<file path="src/rtl/plic_icb_arb_pkg.sv">
// Shared types and defaults for the PLIC ICB two-master arbiter.
package plic_icb_arb_pkg;

    localparam int MEM_ADDR_BUS = 32;
    localparam int MEM_BUS      = 32;
    localparam int ARB_TMO_CYC  = 64;
    localparam int ARB_TMO_W    = 8;

    typedef enum logic [1:0] {
        ARB_IDLE = 2'd0,
        ARB_WAIT = 2'd1,
        ARB_LRSP = 2'd2,
        ARB_TERR = 2'd3
    } arb_state_e;

    // Timeout limit as seen by the 8-bit wait counter.
    function automatic logic [ARB_TMO_W-1:0] tmo_limit(input int cyc);
        return ARB_TMO_W'(cyc);
    endfunction

endpackage

</file>
<file path="src/rtl/plic_icb_arb_rr_arb2.sv">
// Two-request round-robin grant; last_gnt moves only on an accepted request.
module plic_icb_arb_rr_arb2
    import plic_icb_arb_pkg::*;
(
    input  logic       clk,
    input  logic       rst,
    input  logic [1:0] req,
    input  logic       accept,
    output logic       gnt
);

    logic last_gnt_q;
    logic last_gnt_d;

    always_comb begin
        gnt = ~last_gnt_q;
        case (req)
            2'b01:   gnt = 1'b0;
            2'b10:   gnt = 1'b1;
            default: gnt = ~last_gnt_q;
        endcase
    end

    always_comb begin
        last_gnt_d = last_gnt_q;
        if (accept) begin
            last_gnt_d = gnt;
        end
    end

    // Reset to 1 so master 0 wins the first contested grant.
    always_ff @(posedge clk or posedge rst) begin
        if (rst) begin
            last_gnt_q <= 1'b1;
        end else begin
            last_gnt_q <= last_gnt_d;
        end
    end

endmodule

</file>
<file path="src/rtl/plic_icb_arb.sv">
// Shares the PLIC ICB port between the core LSU (m0) and debug/DMA (m1),
// one transaction in flight, with local write and timeout responses.
module plic_icb_arb
    import plic_icb_arb_pkg::*;
#(
    parameter int AW      = MEM_ADDR_BUS,
    parameter int DW      = MEM_BUS,
    parameter int WR_RSP  = 0,
    parameter int TMO_CYC = ARB_TMO_CYC
) (
    input  logic            clk,
    input  logic            rst,

    input  logic            m0_icb_cmd_valid,
    output logic            m0_icb_cmd_ready,
    input  logic [AW-1:0]   m0_icb_cmd_addr,
    input  logic            m0_icb_cmd_read,
    input  logic [DW-1:0]   m0_icb_cmd_wdata,
    input  logic [DW/8-1:0] m0_icb_cmd_wmask,
    output logic            m0_icb_rsp_valid,
    input  logic            m0_icb_rsp_ready,
    output logic            m0_icb_rsp_err,
    output logic [DW-1:0]   m0_icb_rsp_rdata,

    input  logic            m1_icb_cmd_valid,
    output logic            m1_icb_cmd_ready,
    input  logic [AW-1:0]   m1_icb_cmd_addr,
    input  logic            m1_icb_cmd_read,
    input  logic [DW-1:0]   m1_icb_cmd_wdata,
    input  logic [DW/8-1:0] m1_icb_cmd_wmask,
    output logic            m1_icb_rsp_valid,
    input  logic            m1_icb_rsp_ready,
    output logic            m1_icb_rsp_err,
    output logic [DW-1:0]   m1_icb_rsp_rdata,

    output logic            slv_icb_cmd_valid,
    input  logic            slv_icb_cmd_ready,
    output logic [AW-1:0]   slv_icb_cmd_addr,
    output logic            slv_icb_cmd_read,
    output logic [DW-1:0]   slv_icb_cmd_wdata,
    output logic [DW/8-1:0] slv_icb_cmd_wmask,
    input  logic            slv_icb_rsp_valid,
    output logic            slv_icb_rsp_ready,
    input  logic            slv_icb_rsp_err,
    input  logic [DW-1:0]   slv_icb_rsp_rdata
);

    localparam logic [ARB_TMO_W-1:0] TMO_LIM = tmo_limit(TMO_CYC);

    arb_state_e           state_q, state_d;
    logic                 owner_q, owner_d;
    logic [ARB_TMO_W-1:0] cnt_q, cnt_d;

    logic          gnt;
    logic          accept;
    logic          own_rsp_ready;
    logic          rsp_vld;
    logic          rsp_err;
    logic [DW-1:0] rsp_rdata;
    logic          cmd_vld;
    logic          cmd_rdy0;
    logic          cmd_rdy1;
    logic          srsp_rdy;

    plic_icb_arb_rr_arb2 u_rr (
        .clk    (clk),
        .rst    (rst),
        .req    ({m1_icb_cmd_valid, m0_icb_cmd_valid}),
        .accept (accept),
        .gnt    (gnt)
    );

    assign slv_icb_cmd_addr  = gnt ? m1_icb_cmd_addr  : m0_icb_cmd_addr;
    assign slv_icb_cmd_read  = gnt ? m1_icb_cmd_read  : m0_icb_cmd_read;
    assign slv_icb_cmd_wdata = gnt ? m1_icb_cmd_wdata : m0_icb_cmd_wdata;
    assign slv_icb_cmd_wmask = gnt ? m1_icb_cmd_wmask : m0_icb_cmd_wmask;

    assign own_rsp_ready = owner_q ? m1_icb_rsp_ready : m0_icb_rsp_ready;

    always_comb begin
        state_d   = state_q;
        owner_d   = owner_q;
        cnt_d     = cnt_q;
        cmd_vld   = 1'b0;
        cmd_rdy0  = 1'b0;
        cmd_rdy1  = 1'b0;
        srsp_rdy  = 1'b0;
        rsp_vld   = 1'b0;
        rsp_err   = 1'b0;
        rsp_rdata = '0;
        accept    = 1'b0;

        unique case (state_q)
            ARB_IDLE: begin
                cmd_vld  = m0_icb_cmd_valid | m1_icb_cmd_valid;
                cmd_rdy0 = ~gnt & slv_icb_cmd_ready;
                cmd_rdy1 = gnt & slv_icb_cmd_ready;
                srsp_rdy = 1'b1;
                if (cmd_vld && slv_icb_cmd_ready && !rst) begin
                    accept  = 1'b1;
                    owner_d = gnt;
                    cnt_d   = '0;
                    if (slv_icb_cmd_read || WR_RSP != 0) begin
                        state_d = ARB_WAIT;
                    end else begin
                        state_d = ARB_LRSP;
                    end
                end
            end
            ARB_WAIT: begin
                rsp_vld   = slv_icb_rsp_valid;
                rsp_err   = slv_icb_rsp_err;
                rsp_rdata = slv_icb_rsp_rdata;
                srsp_rdy  = own_rsp_ready;
                if (slv_icb_rsp_valid && own_rsp_ready) begin
                    state_d = ARB_IDLE;
                end else if (!slv_icb_rsp_valid) begin
                    cnt_d = cnt_q + 1'b1;
                    if (TMO_CYC != 0 && cnt_d == TMO_LIM) begin
                        state_d = ARB_TERR;
                    end
                end
            end
            ARB_LRSP: begin
                rsp_vld  = 1'b1;
                srsp_rdy = 1'b1;
                if (own_rsp_ready) begin
                    state_d = ARB_IDLE;
                end
            end
            ARB_TERR: begin
                rsp_vld  = 1'b1;
                rsp_err  = 1'b1;
                srsp_rdy = 1'b1;
                if (own_rsp_ready) begin
                    state_d = ARB_IDLE;
                end
            end
        endcase

        // Handshake outputs are forced low for as long as reset is held.
        if (rst) begin
            cmd_vld  = 1'b0;
            cmd_rdy0 = 1'b0;
            cmd_rdy1 = 1'b0;
            srsp_rdy = 1'b0;
            rsp_vld  = 1'b0;
        end
    end

    assign slv_icb_cmd_valid = cmd_vld;
    assign m0_icb_cmd_ready  = cmd_rdy0;
    assign m1_icb_cmd_ready  = cmd_rdy1;
    assign slv_icb_rsp_ready = srsp_rdy;

    assign m0_icb_rsp_valid = rsp_vld & ~owner_q;
    assign m0_icb_rsp_err   = rsp_err & ~owner_q;
    assign m0_icb_rsp_rdata = owner_q ? '0 : rsp_rdata;
    assign m1_icb_rsp_valid = rsp_vld & owner_q;
    assign m1_icb_rsp_err   = rsp_err & owner_q;
    assign m1_icb_rsp_rdata = owner_q ? rsp_rdata : '0;

    always_ff @(posedge clk or posedge rst) begin
        if (rst) begin
            state_q <= ARB_IDLE;
            owner_q <= 1'b0;
            cnt_q   <= '0;
        end else begin
            state_q <= state_d;
            owner_q <= owner_d;
            cnt_q   <= cnt_d;
        end
    end

endmodule

</file>
<file path="config.mk">
export PLATFORM = sky130hd
export DESIGN_NAME = plic_icb_arb
export DESIGN_NICKNAME = d
export VERILOG_FILES = /design/src/rtl/plic_icb_arb_pkg.sv /design/src/rtl/plic_icb_arb_rr_arb2.sv /design/src/rtl/plic_icb_arb.sv
export SDC_FILE = /design/constraint.sdc
export NUM_CORES = 1
export LEC_CHECK = 0
export CAP_MARGIN = 20
export CORE_AREA = 2 2 124 126
export DETAILED_ROUTE_END_ITERATION = 7
export DIE_AREA = 0 0 126 128
export PLACE_DENSITY_LB_ADDON = 0.15
export SYNTH_ARGS = -nofsm -noshare
export SYNTH_HDL_FRONTEND = slang
export SYNTH_SLANG_ARGS = --single-unit
</file>
<file path="constraint.sdc">
create_clock -name clk -period 2.1 [get_ports clk]
set_input_delay 0.21 -clock clk [delete_from_list [all_inputs] [get_ports clk]]
set_output_delay 0.21 -clock clk [all_outputs]
set_load 0.005 [all_outputs]
</file>
* Word-level counts from Yosys, hierarchy flattened
Index checks and enable logic that the tools add are counted.
Storage, ports and cells: register bits after elaboration 12, input bits 179, output and inout bits 141, logic and storage cells 71
Operators by class: $add $sub $neg 1, equal/unequal tests 12, muxes and demuxes 33, bitwise gates (word level) 10, reductions and logical operators 11
Operators by type and width (count):
- $mux 32 | 5
- $mux 8 | 3
- $pmux 8 s2 | 1
- $mux 1 | 12
- $mux 2 | 6
- $add 8x1->8 const B | 1
- $eq 8x7->1 const B | 1
- $pmux 1 s2 | 4
- $reduce_and 4->1 | 2
- $and 1x1->1 | 6
- $eq 2x2->1 const B | 3
- $ne 2x2->1 const B | 3
- $ne 3x3->1 const B | 2
- $pmux 2 s3 | 1
- $eq 2x1->1 const B | 2
- $mux 4 | 1
- $logic_and 1x1->1 | 3
- $not 1->1 | 3
- $reduce_or 3->1 | 1
- $logic_not 2->1 | 1
- $ne 2x1->1 const B | 1
- $reduce_and 2->1 | 1
- $reduce_bool 2->1 | 1
- $reduce_or 2->1 | 1
- 2 further kinds | 2

* Longest topological paths before layout
word-level depth 6, depth in mapped cells 6, mapped depth without buffers 5

* By module
From an unflattened synthesis, not the netlist that was laid out.
Unflattened totals: cells, all modules 235, area total of the unflattened synthesis 2050.7 um^2
By module, submodules not included:
- plic_icb_arb | instances 1, cells each 225, area each 1960.6 um^2, sequential area each 275.3 um^2
- plic_icb_arb_rr_arb2 | instances 1, cells each 10, area each 90.1 um^2, sequential area each 26.3 um^2

* Worst setup path after synthesis
No wires, ideal clock.
path type input-to-output, start in m0_icb_cmd_valid, end out slv_icb_cmd_addr[10], arrival 1.547 ns, data required time 1.890 ns, slack 0.343 ns, stages on the path 5, buffers on the path 1, path through inv_1 > ha_1 > mux2i_4 > buf_4 > mux2_2
On the way: longest elaborated chain between the ends 3, elaborated cells between the ends (all ways) 4, classes of those cells eq/ne: 2; mux: 2
RTL lines:
- start, declared | line plic_icb_arb.sv:14 | input logic m0_icb_cmd_valid,
- $eq 2x2->1 / $eq 2x1->1 (equally long branches) | line plic_icb_arb_rr_arb2.sv:17 | case (req)
- $pmux 1 s2 * | line plic_icb_arb_rr_arb2.sv:17
- $mux 32 * | line plic_icb_arb.sv:73 | assign slv_icb_cmd_addr = gnt ? m1_icb_cmd_addr : m0_icb_cmd_addr;
- end, declared | line plic_icb_arb.sv:38 | output logic [AW-1:0] slv_icb_cmd_addr,
Mark *: on every way between the ends. The rest lies on a longest branch, timed or not.

* Final worst setup path
start reg u_rr.last_gnt_q, end out slv_icb_cmd_wdata[1]
On the way: longest elaborated chain between the ends 3
RTL lines:
- start, declared | line plic_icb_arb_rr_arb2.sv:12 | logic last_gnt_q;
- start signal, assigned | line plic_icb_arb_rr_arb2.sv:36 | last_gnt_q <= last_gnt_d;
- $not 1->1 | line plic_icb_arb_rr_arb2.sv:20 | default: gnt = ~last_gnt_q;
- $pmux 1 s2 | line plic_icb_arb_rr_arb2.sv:17
- $mux 32 | line plic_icb_arb.sv:75 | assign slv_icb_cmd_wdata = gnt ? m1_icb_cmd_wdata : m0_icb_cmd_wdata;
- end, declared | line plic_icb_arb.sv:40 | output logic [DW-1:0] slv_icb_cmd_wdata,
No other way between the ends.

==> impl_metrics.csv <==
group,metric,value,unit
power_and_ir_drop,seq_power_share,9.1,%
critical_path,endpoint,"slv_icb_cmd_wdata[1]",
critical_path,crit_slowest_cell,"dfstp_2",
sta,slew_headroom,67.8,%
critical_path,cpMostUsedCell,"buf_6",
global_routing,antenna_found_initial,0,
logic_synthesis,yosysSeqAreaShare,14.5,%
power_and_ir_drop,switching_share,32.1,%
sta,tightest_slew,483,ps
final_layout,fillCellCount,1467,
clock_network,cts_sinks,12,
final_layout,nNetsFinal,767,
floorplanning,row_count,45,
clock_network,clkSlewWorstSetupHoldPaths,40,ps
critical_path,path_class,"flop to primary output",
clock_network,clockRootBuffer,"clkbuf_16",
power_and_ir_drop,ir_drop,0.299,mV
floorplanning,start_util,14.0,%
clock_network,h-tree-depth,1,
global_routing,first_global_vias,3247,
logic_synthesis,synth_xor_xnor_area_share,1.26,%
logic_synthesis,synth_cell_types,37,
sta,setup_viol,11,
placed_design,dp_hpwl,10700,um
placed_design,pre_cts_ws,-694,ps
final_layout,multi_input_area,0.00184,mm^2
route,antenna_left,0,
final_layout,drive_gt1_share,32.9,%
route,wl_per_cell,17.2,um
critical_path,startpoint,"u_rr.last_gnt_q",
clock_network,cts_buffer_depth,2,
sta,finalClockSkew,5.80,ps
clock_network,hold_buffers,0,
logic_synthesis,syn_area,0.00208,mm^2
global_routing,grt_first_pass_wirelength,18800,um
power_and_ir_drop,clkPwrFrac,8.6,%
sta,slew_violations,0,
critical_path,start_kind,"flop",
critical_path,critPathCaptureType,"primary output",
route,drtIter0Drc,51,
final_layout,area_growth,196,%
route,viasPerCell,4.16,
final_layout,final_util,41.5,%
logic_synthesis,synth_simple_gate_area_share,28.7,%
sta,rsz0062_at_grt,"true",
run_status,failed_checks,"negative setup slack",
route,vias,3213,
clock_network,cts_tree,"built",
critical_path,path_max_fanout,6,
placed_design,portBuffers,319,
logic_synthesis,avgSynthCellArea,8.72,um^2
critical_path,crit_chain,"inv_2, mux2i_4, buf_6, buf_12, buf_16, buf_6, mux2_4, buf_6",
critical_path,r2r_cells,7,
run_status,status,"complete, but fails checks",
logic_synthesis,synth_nets,421,
logic_synthesis,yosys_warnings,0,
final_layout,regArea,304,um^2
critical_path,slowest_delay,530,ps
power_and_ir_drop,p_int,0.00284,W
route,dr.pass1.iters,4,
sta,setup_slack,-29.5,ps
global_routing,overflow,0,
logic_synthesis,synth_top_family_by_area,"multiplexers",
logic_synthesis,ys_seq_elements,12,
placed_design,gp_congestion,0.946,
logic_synthesis,muxShareOfSynthArea,39.0,%
route,routed_wl,13300,um
power_and_ir_drop,total_leakage_power,2.66,nW
critical_path,crit_arrival,1920,ps
sta,hold_violations,0,
run,cap_violations,0,
power_and_ir_drop,power_density,677,mW/mm^2
power_and_ir_drop,netSwitchingPower,0.00134,W
floorplanning,die_w,126,um
floorplanning,io_pins,320,
sta,min_period,2130,ps
floorplanning,die_area,0.0161,mm^2
global_routing,grt_start_max_net_pins,33,
power_and_ir_drop,p_total,0.00418,W
logic_synthesis,synth_compound_area_share,7.93,%
power_and_ir_drop,combPwrFrac,82.3,%
critical_path,r2r_start,"u_rr.last_gnt_q",
worst_hold_path,hp-class,"flop to flop",
floorplanning,die_h,128,um
sta,min_period_over_period,101,%
final_layout,diodes,0,
critical_path,cp.required,1890,ps
sta,max_freq,470,MHz
global_routing,grt_use_total,14.9,%
logic_synthesis,postSynthCellCount,239,
route,drc,0,
clock_network,clk_latency,240,ps
critical_path,r2r_slack,270,ps
critical_path,reg2reg_to,"state_q[0]",
floorplanning,core,0.0149,mm^2
clock_network,cts_made_buffers,3,
logic_synthesis,synthAdderAreaFrac,1.80,%
-- final cells by class --
class	instances	area share, %
Sequential cell	12	4.93
Clock buffer	4	1.28
Tap cell	188	3.81
Timing Repair Buffer	358	59.7
Inverter	7	0.426
Multi-Input combinational cell	203	29.9
-- layer usage --
layer  wire length [um]  vias up  GRT usage (%)
met5                  0        -              0
met4                369        0           3.75
met3               1340       21           4.13
met2               7010      220           29.1
met1               4540     1435           15.7
li1                   -     1537              -
-- critical path: cells and delay by family, from the launching register on --
family,cells,cell delay (ps)
flops,1,530
buf+inv,6,640
mux,2,500
-- worst min path at each step --
| stage | start | to | slack, ps | cells after the start |
|---|---|---|---|---|
| after global placement | u_rr.last_gnt_q | u_rr.last_gnt_q | 470 | 2 |
| after global routing | u_rr.last_gnt_q | u_rr.last_gnt_q | 540 | 2 |
| after detailed placement | u_rr.last_gnt_q | u_rr.last_gnt_q | 480 | 2 |
| after CTS | u_rr.last_gnt_q | u_rr.last_gnt_q | 510 | 2 |
| final | u_rr.last_gnt_q | u_rr.last_gnt_q | 490 | 2 |
| after floorplan | rst | cnt_q[0] | 70 | 1 |
-- timing repair --
item	CTS	global route
endpoints found under the setup margin	73	132
gates resized for setup	330	83
cloned	5	1
setup buffers	21	7
-- layout by cell type (no fill, tap or decap), types with 6 or more instances in the layout --
cell type          n
clkdlybuf4s50_1  246
dfrtp_1            9
buf_4              8
o21ai_0            6
buf_8              7
buf_6             55
mux2_4            49
nand2_1           11
mux2_2            20
a21oi_1            7
and2_1            65
buf_12             7
buf_2             22
-- cell families after synthesis --
family,Yosys count
multiplexers,71
XOR/XNOR,3
flip-flops,12
adder cells (fa/ha/maj),3
AND/OR/NAND/NOR,100
buffers and inverters,24
AO/OA/AOI/OAI,26
-- cells in the mapped netlist --
cell type	n	area [um^2]
a21o_1	1	7.51
a21oi_1	7	35.0
a22o_1	1	8.76
a31o_1	1	8.76
a31oi_1	3	18.8
a41oi_1	1	8.76
and2_1	65	407
and3_1	4	25.0
buf_2	2	10.0
buf_4	3	22.5
buf_6	5	56.3
clkbuf_1	7	26.3
dfrtp_1	11	275
dfstp_2	1	26.3
ha_1	3	37.5
inv_1	7	26.3
mux2_2	68	766
mux2_4	1	15.0
mux2i_1	1	10.0
mux2i_4	1	22.5
nand2_1	11	41.3
nand2b_1	2	12.5
nand3_1	5	25.0
nand4_1	1	6.26
nor2_1	4	15.0
nor3_1	4	20.0
nor3b_4	1	18.8
nor4_1	2	12.5
nor4b_2	1	15.0
o21a_1	2	15.0
o21ai_0	6	30.0
o221ai_1	1	8.76
o22ai_1	1	6.26
o311ai_1	1	8.76
o41ai_1	1	8.76
xnor2_1	1	8.76
xor2_1	2	17.5
-- through the flow --
stage	instances	instance area (um^2)	hold slack [ps]	TNS, ps
2_1_floorplan	239	2080	74.0	0
4_1_cts	770	5850	507	-345
5_1_grt	772	6170	538	-1410
6_report	772	6170	494	-201
3_5_place_dp	740	5530	478	-45980
3_3_place_gp	740	5530	470	-46090
-- power by group through the flow --
stage               registers (W)  clock network [W]  logic, W
finish                   0.000380           0.000358   0.00344
global placement         0.000369                  0   0.00268
detailed placement       0.000372                  0   0.00267
CTS                      0.000372           0.000367   0.00315
floorplan                0.000337                  0   0.00112
global route             0.000391           0.000383   0.00366
-- flip-flops by register name (all words and copies together), names as in the netlist --
register	count
cnt_q	8
u_rr.last_gnt_q	1
state_q	2
owner_q	1
(Power assumes the default switching activity.)
